### src/rtl/ps2_kbd_event_fifo.sv
// ps2_kbd_event_fifo: drains PS/2 scan bytes, folds E0/F0 prefixes into {ext,brk,code}
// events and buffers them in a first-word-fall-through FIFO for CPU polling.
module ps2_kbd_event_fifo #(
    parameter int DEPTH_LOG2 = 3
) (
    input  logic                  clk,
    input  logic                  reset,
    input  logic [7:0]            ps2_data,
    input  logic                  ps2_ready,
    output logic                  ps2_nextdata_n,
    input  logic                  rd_en,
    output logic [31:0]           rd_data,
    output logic [DEPTH_LOG2:0]   count,
    output logic                  overflow,
    input  logic                  clr_ovf
);
    localparam int DEPTH = 1 << DEPTH_LOG2;
    typedef enum logic [1:0] {IDLE, ACK, GAP} state_t;
    state_t state_q, state_d;
    logic [7:0] byte_q, byte_d;
    logic ext_q, ext_d, brk_q, brk_d, ovf_q, ovf_d;
    logic [DEPTH_LOG2:0] wr_ptr_q, wr_ptr_d, rd_ptr_q, rd_ptr_d;
    logic [9:0] mem_q [DEPTH];
    logic is_ext, is_brk, is_err, push_req, push, pop, full;
    always_comb begin
        count = wr_ptr_q - rd_ptr_q;
        full = count == (DEPTH_LOG2+1)'(DEPTH);
        is_ext = byte_q == 8'hE0;
        is_brk = byte_q == 8'hF0;
        is_err = byte_q == 8'h00 || byte_q == 8'hFF;
        push_req = state_q == ACK && !is_ext && !is_brk && !is_err;
        pop = rd_en && count != '0;
        // a full FIFO still accepts the event when the CPU frees a slot on the same edge
        push = push_req && (!full || pop);
        state_d = state_q == IDLE ? (ps2_ready ? ACK : IDLE) : state_q == ACK ? GAP : IDLE;
        byte_d = (state_q == IDLE && ps2_ready) ? ps2_data : byte_q;
        ext_d = state_q != ACK ? ext_q : is_ext ? 1'b1 : is_brk ? ext_q : 1'b0;
        brk_d = state_q != ACK ? brk_q : is_brk ? 1'b1 : is_ext ? brk_q : 1'b0;
        wr_ptr_d = wr_ptr_q + (DEPTH_LOG2+1)'(push);
        rd_ptr_d = rd_ptr_q + (DEPTH_LOG2+1)'(pop);
        ovf_d = (push_req && !push) || (ovf_q && !clr_ovf);
        rd_data = count == '0 ? 32'd0 : {22'd0, mem_q[rd_ptr_q[DEPTH_LOG2-1:0]]};
        ps2_nextdata_n = state_q != ACK;
        overflow = ovf_q;
    end
    always_ff @(posedge clk) begin
        if (reset) begin
            state_q <= IDLE;
            byte_q <= 8'd0;
            ext_q <= 1'b0;
            brk_q <= 1'b0;
            ovf_q <= 1'b0;
            wr_ptr_q <= '0;
            rd_ptr_q <= '0;
        end else begin
            state_q <= state_d;
            byte_q <= byte_d;
            ext_q <= ext_d;
            brk_q <= brk_d;
            ovf_q <= ovf_d;
            wr_ptr_q <= wr_ptr_d;
            rd_ptr_q <= rd_ptr_d;
        end
    end
    always_ff @(posedge clk) begin
        if (!reset && push) mem_q[wr_ptr_q[DEPTH_LOG2-1:0]] <= {ext_q, brk_q, byte_q};
    end
endmodule

### config.mk
export PLATFORM = sky130hd
export DESIGN_NAME = ps2_kbd_event_fifo
export DESIGN_NICKNAME = d
export VERILOG_FILES = /design/src/rtl/ps2_kbd_event_fifo.sv
export SDC_FILE = /design/constraint.sdc
export NUM_CORES = 1
export LEC_CHECK = 0
export ABC_CLOCK_PERIOD_IN_PS = 3700
export BUFFER_PORTS_ARGS = -buffer_cell sky130_fd_sc_hd__buf_4
export CELL_PAD_IN_SITES_DETAIL_PLACEMENT = 1
export CELL_PAD_IN_SITES_GLOBAL_PLACEMENT = 2
export CORE_MARGIN = 5
export CORE_UTILIZATION = 43
export CTS_BUF_LIST = sky130_fd_sc_hd__clkbuf_8
export CTS_CLUSTER_SIZE = 12
export DETAILED_ROUTE_END_ITERATION = 8
export GPL_TIMING_DRIVEN = 0
export PLACE_DENSITY = 0.77
export SETUP_SLACK_MARGIN = 0.02
export SLEW_MARGIN = 10
export SYNTH_ARGS = -nofsm -noshare
export SYNTH_HDL_FRONTEND = slang
export SYNTH_SLANG_ARGS = --single-unit
### constraint.sdc
create_clock -name clk -period 3.7 [get_ports clk]
set_input_delay 0 -clock clk [delete_from_list [all_inputs] [get_ports clk]]
set_output_delay 0 -clock clk [all_outputs]
set_load 0.02 [all_outputs]
==> qor.yml, run 1 <==
run_status:
  status: "finished, final reports clean"
critical_path:
  worstPathRequired_ns: 3.76
  end_kind: "register"
  crit_path_max_fanout: 10
  critical_path_class: "register to register"
  timing.critical_path.from_type: "register"
  cp-startpoint: "rd_ptr_q[2]"
  arrival_ns: 3.36
  cp_slowest_stage_delay_ns: 0.58
  slowest_cell_on_the_critical_path: "nor4_2"
  regToRegStartpoint: "rd_ptr_q[2]"
  r2r.worst_path.cells: 9
  crit_path_cell_trace: "inv_1 -> clkbuf_1 -> ha_1 -> a21oi_1 -> nand3_2 -> and3_1 -> buf_6 -> nor4_2 -> buf_4"
cts:
  ctsLongestPathBuffers: 2
  tritoncts_num_sinks: 101
  cts_root_buf: "clkbuf_8"
  clock_latency_ns: 0.36
  num_cts_buffers: 9
  worst_setup_hold_path_clk_slew_ns: 0.09
  cts_tree: "built"
  cts-htree-levels: 3
sta:
  tightestPinTransition_ns: 0.870
  fmaxAchievable_mhz: 303
  final_period_minus_worst_setup_slack_ns: 3.30
  slew_violations: 0
  final_count_of_hold_timing_violations: 0
  slew_headroom_pct: 42.0
  period_utilization_pct: 89.1
  finClkSkew_ns: 0.0132
  finalSetupTns_ns: 0
  grt_setup_unrepaired: "no"
  fin_ws_ns: 0.405
  finalSetupViolCount: 0
  final.hold.worst_slack_ns: 0.129
routing:
  detailroute.via_count: 2483
  drcViolationCount: 0
  routed_via_density: 5.03
  first_pass_iteration_count_of_the_detailed_router: 4
  drtIter0Drc: 135
  ant_nets: 0
  wl_mm: 9.51
  detail_route.wl_per_cell_um: 19.3
final_layout:
  syn_to_final_growth_pct: 21.9
  post_route_non_filler_standard_cell_count: 494
  layout-drive-gt1-share_pct: 34.1
  postLayoutCellArea_um2: 5280
  antenna-diode-count: 0
  design.final.nets: 377
grt:
  grt_first_pass_wirelength_mm: 15.0
  grt_util_met1_pct: 22.3
  grt.met3_usage_pct: 2.27
  groute.layer.met2.usage_pct: 30.3
  grt_antenna_before_repair: 0
  grt_start_max_net_pins: 18
  gr-max-usage-layer: "met2"
  globalRoute.totalOverflow: 0
  global_route.usage.total_pct: 17.2
  first_global_vias: 2630
synthesis:
  synth-seq-cells: 101
  synthesis.area_per_instance_um2: 15.6
  post_synth_mux_area_share_pct: 12.2
  ys_types: 37
  synth-compound-area-share_pct: 3.84
  synth_top_flop_cell: "edfxtp_1"
  synth.cell_area_um2: 4330
  synth_edf_count: 80
  synth-xor-area-share_pct: 1.39
  largest_family_of_logic_cells_by_synthesized_area: "multiplexers"
  asyncSetResetFlopFracSynth_pct: 0
  synth_seq_area_share_pct: 65.1
  synth-simple-area-share_pct: 9.04
  yosysWarningCount: 0
  synth_adder_area_share_pct: 2.48
  syn-instance-count: 277
hold_path:
  min-delay-path-class: "input port to register"
  worst_hold_path.num_cells: 4
  holdCritStartpoint: "rd_en"
pwr:
  pwr_density_cell_nw_per_um2: 595
  peakVddDrop_v: 0.000236
  total_leakage_power_nw: 1.93
place:
  placement.cell_area_um2: 4890
  pre_cts_ws_ns: -0.0525
  portBuffers: 27
  finalWeightedCongestion: 0.718
  placed_cells_incl_taps: 464
  hpwl_mm: 6.65
floorplanning:
  fp.dieW_um: 110
  die_h_um: 110
  ioPinCount: 51
  initial_utilization_pct: 44.1
  core_area_um2: 9820
  num_rows: 36
  floorplan.die_area_um2: 12200
flow_run:
  cap_violations: 0
==> synth_stat cells, types with 2 or more instances <==
library cell  instances  area share (%)
nor3_1                5            0.58
nor4_1                5            0.72
buf_6                 2            0.52
nand3b_1              2            0.35
and3_1                3            0.43
nand3_1               3            0.35
nor4b_2               2            0.69
nand2_1              23             2.0
edfxtp_1             80              55
a21oi_2              10             2.0
nor4_2                2            0.58
inv_1                 6            0.52
buf_1                 2            0.17
clkbuf_1              5            0.43
xnor2_1               2            0.40
ha_1                  7             2.0
buf_2                 3            0.35
xor2_1                3            0.61
dfxtp_1              21             9.7
mux2i_1               8             1.8
a21oi_1               4            0.46
buf_4                22             3.8
nor2_1               17             1.5
mux4_2               20              10
nor2b_1               7             1.0
nor3b_1               2            0.35
==> routing by layer <==
| layer | wire, um | part of all wire, % |
|---|---|---|
| met1 | 4130 | 43 |
| met3 | 321 | 3.4 |
| met4 | 123 | 1.3 |
| met5 | 0 | 0 |
| met2 | 4930 | 52 |
==> per-stage QoR <==
step           total power, mW  util, %
3_5_place_dp              2.42     49.8
6_report                  3.14     53.8
3_3_place_gp              2.39     48.7
5_1_grt                   3.31     53.8
4_1_cts                   3.18     53.4
2_1_floorplan             2.06        -
==> cell usage in the layout (no fill, tap or decap), types with 2 or more instances in the layout <==
cell            n
inv_1           7
ha_1            7
xor2_1          3
mux4_2         20
nor3b_1         2
clkbuf_8        9
a21oi_1         4
and3_1          3
dfxtp_1        21
nor4_2          3
nor2_1         17
conb_1         22
edfxtp_1       80
nor3_2          2
dlygate4sd3_1  11
xnor2_1         2
nor3_1          3
buf_6           6
a21oi_2        10
nor4_4          3
clkinv_2        2
mux2i_1         8
bufinv_16       2
buf_4          53
nand3b_1        2
nor2b_1         7
nand2_1        23
nor4b_4         2
clkbuf_1        5
nand3_1         3
buf_2           3
==> timing repair <==
| item | CTS | global route |
|---|---|---|
| endpoints found under the hold margin | 10 | 0 |
| gates resized for setup | 3 | 1 |
| pin swaps | 0 | 2 |
| setup buffers | 0 | 3 |
| endpoints found under the setup margin | 16 | 27 |
| hold buffers | 11 | 0 |
==> final cells by class <==
class	instances	area (um^2)
repair buffers	47	408
flip-flops and latches	101	2820
clock inverters	7	91.3
fillers	1022	4540
well taps	133	166
inverters	6	22.5
plain buffers	34	230
multi-input cells	157	1420
clock buffers	9	124
==> sequential cells by signal, indices dropped and copies added (netlist names) <==
name / count
mem_q: 80
byte_q: 8
rd_ptr_q: 4
wr_ptr_q: 4
state_q: 2
brk_q: 1
ext_q: 1
overflow: 1
==> report_power, final <==
group	internal (mW)	switching [mW]
registers	1.25	0.0403
clock network	0.380	0.371
logic	0.498	0.604
==> kinds of logic (layout without fill, tap and decap cells) <==
logic type	Yosys count	after routing
other	1	22
AO/OA/AOI/OAI	19	19
adder cells (fa/ha/maj)	8	8
multiplexers	28	28
XOR/XNOR	6	6
AND/OR/NAND/NOR	74	74
buffers and inverters	40	103
flip-flops	101	101
==> final timing paths <==
path / slack [ns] / endpoint
hold reg to reg: 0.56 / wr_ptr_q[3]
setup / recovery: 0.40 / mem_q[4][6]
hold / removal: 0.13 / rd_ptr_q[0]
setup reg to reg: 0.40 / mem_q[4][6]
==> worst max-delay path, delay by kind of cell (launching register included) <==
kind	cells	cell delay, ns
AO/OA/AOI/OAI	1	0.25
flip-flops	1	0.35
buffers and inverters	4	1.03
AND/OR/NAND/NOR	3	0.98
adder cells (fa/ha/maj)	1	0.40
(Power assumes the default switching activity.)
==> run 2: changes to the inputs <==
GPL_TIMING_DRIVEN = 1   (was 0)
==> run 2 against run 1 <==
Net effect: total power is 5.1% lower; global-route usage shrank 1.7 points; hold slack got worse by 0.041 ns; sequential share of layout area rose by 3.0 points; first-iteration DRC count shrank 12%; non-clock buffer count decreased by 26; critical endpoint is now wr_ptr_q[2]; fmax up 5.6%; combinational power is 5% lower; critical path depth grew 2.
==> qor.yml, run 2 (synthesis results as in run 1) <==
run_status:
  status: "finished, final reports clean"
critical_path:
  cp_slowest_stage_delay_ns: 0.53
  worstPathRequired_ns: 3.94
  critPathMostFrequentCell: "ha_1"
  timing.critical_path.from_type: "register"
  slowest_cell_on_the_critical_path: "dfxtp_1"
  crit_path_max_fanout: 9
  crit_path_cell_trace: "inv_1 -> ha_1 -> inv_1 -> fa_1 -> nor4_2 -> and3_1 -> nor2_1 -> ha_1 -> ha_1 -> xnor2_1 -> nor2_1"
  end_kind: "register"
  critical_path_class: "register to register"
  arrival_ns: 3.36
floorplanning:
  die_h_um: 110
  core_area_um2: 9820
  ioPinCount: 51
  num_rows: 36
  fp.dieW_um: 110
  initial_utilization_pct: 44.1
  floorplan.die_area_um2: 12200
routing:
  detailroute.via_count: 2333
  routed_via_density: 4.99
  drtIter0Drc: 119
  first_pass_iteration_count_of_the_detailed_router: 4
  detail_route.wl_per_cell_um: 18.4
  wl_mm: 8.63
  drcViolationCount: 0
  ant_nets: 0
cts:
  num_cts_buffers: 9
  cts_root_buf: "clkbuf_8"
  cts_tree: "built"
  cts-htree-levels: 3
  tritoncts_num_sinks: 101
  ctsLongestPathBuffers: 2
  cts_post_setup_buffers_inserted: 0
  worst_setup_hold_path_clk_slew_ns: 0.10
  clock_latency_ns: 0.36
pwr:
  total_leakage_power_nw: 1.78
  p_int_mw: 1.97
  power.share.clock_pct: 21.7
  power.switching_fraction_pct: 33.8
  power.share.sequential_pct: 43.0
  pwr-share-comb_pct: 35.3
  total_switching_power_mw: 1.01
  peakVddDrop_v: 0.000257
  pwr_density_cell_nw_per_um2: 596
place:
  hpwl_mm: 6.07
  pre_cts_ws_ns: 0.590
  portBuffers: 28
  finalWeightedCongestion: 0.743
final_layout:
  layout-drive-gt1-share_pct: 29.9
  design.final.nets: 351
  syn_to_final_growth_pct: 15.4
  largest_register_ff_count: 80
  antenna-diode-count: 0
  most_frequent_standard_cell_in_the_layout_excluding_fill_and_tap_cells: "edfxtp_1"
  most-common-layout-cells: "80 x edfxtp_1, 43 x buf_4, 23 x nand2_1"
grt:
  global_route.usage.total_pct: 15.6
  globalRoute.totalOverflow: 0
  grt_first_pass_wirelength_mm: 13.7
  grt_start_max_net_pins: 27
  grt_antenna_before_repair: 0
  first_global_vias: 2443
sta:
  final_count_of_hold_timing_violations: 0
  tightestPinTransition_ns: 0.506
  fin_ws_ns: 0.580
  finClkSkew_ns: 0.0199
  finalSetupTns_ns: 0
  finalSetupViolCount: 0
  period_utilization_pct: 84.3
  slew_headroom_pct: 66.2
  final_period_minus_worst_setup_slack_ns: 3.12
  final.hold.worst_slack_ns: 0.0873
  grt_setup_unrepaired: "no"
  fmaxAchievable_mhz: 321
  slew_violations: 0
flow_run:
  cap_violations: 0
hold_path:
  min-delay-path-class: "input port to register"
run 2: changes by cell type in the layout (fill, tap and decap cells not counted), sizes merged:
cell and delta:
buf -21, clkbuf -6, inv +2, dlygate4sd3 +1, bufinv -2
run 2: what timing repair did:
action	in CTS	in global routing
hold buffers	12	0
hold endpoints to repair	15	0
resized for setup	0	0
run 2: metrics by stage:
stage,power (mW),utilization [%],area [um^2],cells
2_1_floorplan,2.06,-,4410,298
3_3_place_gp,2.37,47.8,4700,440
3_5_place_dp,2.38,47.8,4700,440
4_1_cts,3.02,50.9,5000,468
5_1_grt,3.14,50.9,5000,468
6_report,2.98,50.9,5000,468
run 2: final cells by class:
class,instances,area (um^2)
well taps,133,166
inverters,6,22.5
fillers,1008,4820
multi-input cells,157,1360
repair buffers,55,443
clock buffers,9,124
flip-flops and latches,101,2820
clock inverters,7,58.8
run 2: path summary, 6_finish.rpt:
check	from	end	slack (ns)	cells past startpoint
setup / recovery	wr_ptr_q[0]	wr_ptr_q[2]	0.58	11
setup reg to reg	wr_ptr_q[0]	wr_ptr_q[2]	0.58	11
hold / removal	ps2_ready	state_q[0]	0.09	3
hold reg to reg	rd_ptr_q[3]	rd_ptr_q[3]	0.56	2
run 2: worst max-delay path: cells and delay by family (launching register included):
family,cells,cell delay (ns)
xor+xnor,1,0.15
simple gates,4,0.97
flops,1,0.53
buf+inv,2,0.23
fa+ha+maj,4,1.13
run 2: power by group through the flow:
stage               combinational [mW]  clock [mW]  sequential [mW]
global placement                  1.06           0             1.31
floorplan                        0.761           0             1.30
CTS                               1.08       0.657             1.28
detailed placement                1.07           0             1.31
global route                      1.14       0.712             1.29
finish                            1.05       0.646             1.28
run 2: layer usage:
layer / track usage (%) / share of wire (%)
met5: 0 / 0
met4: 5.45 / 1.5
met3: 2.62 / 4.5
met2: 27.0 / 52
met1: 19.7 / 42
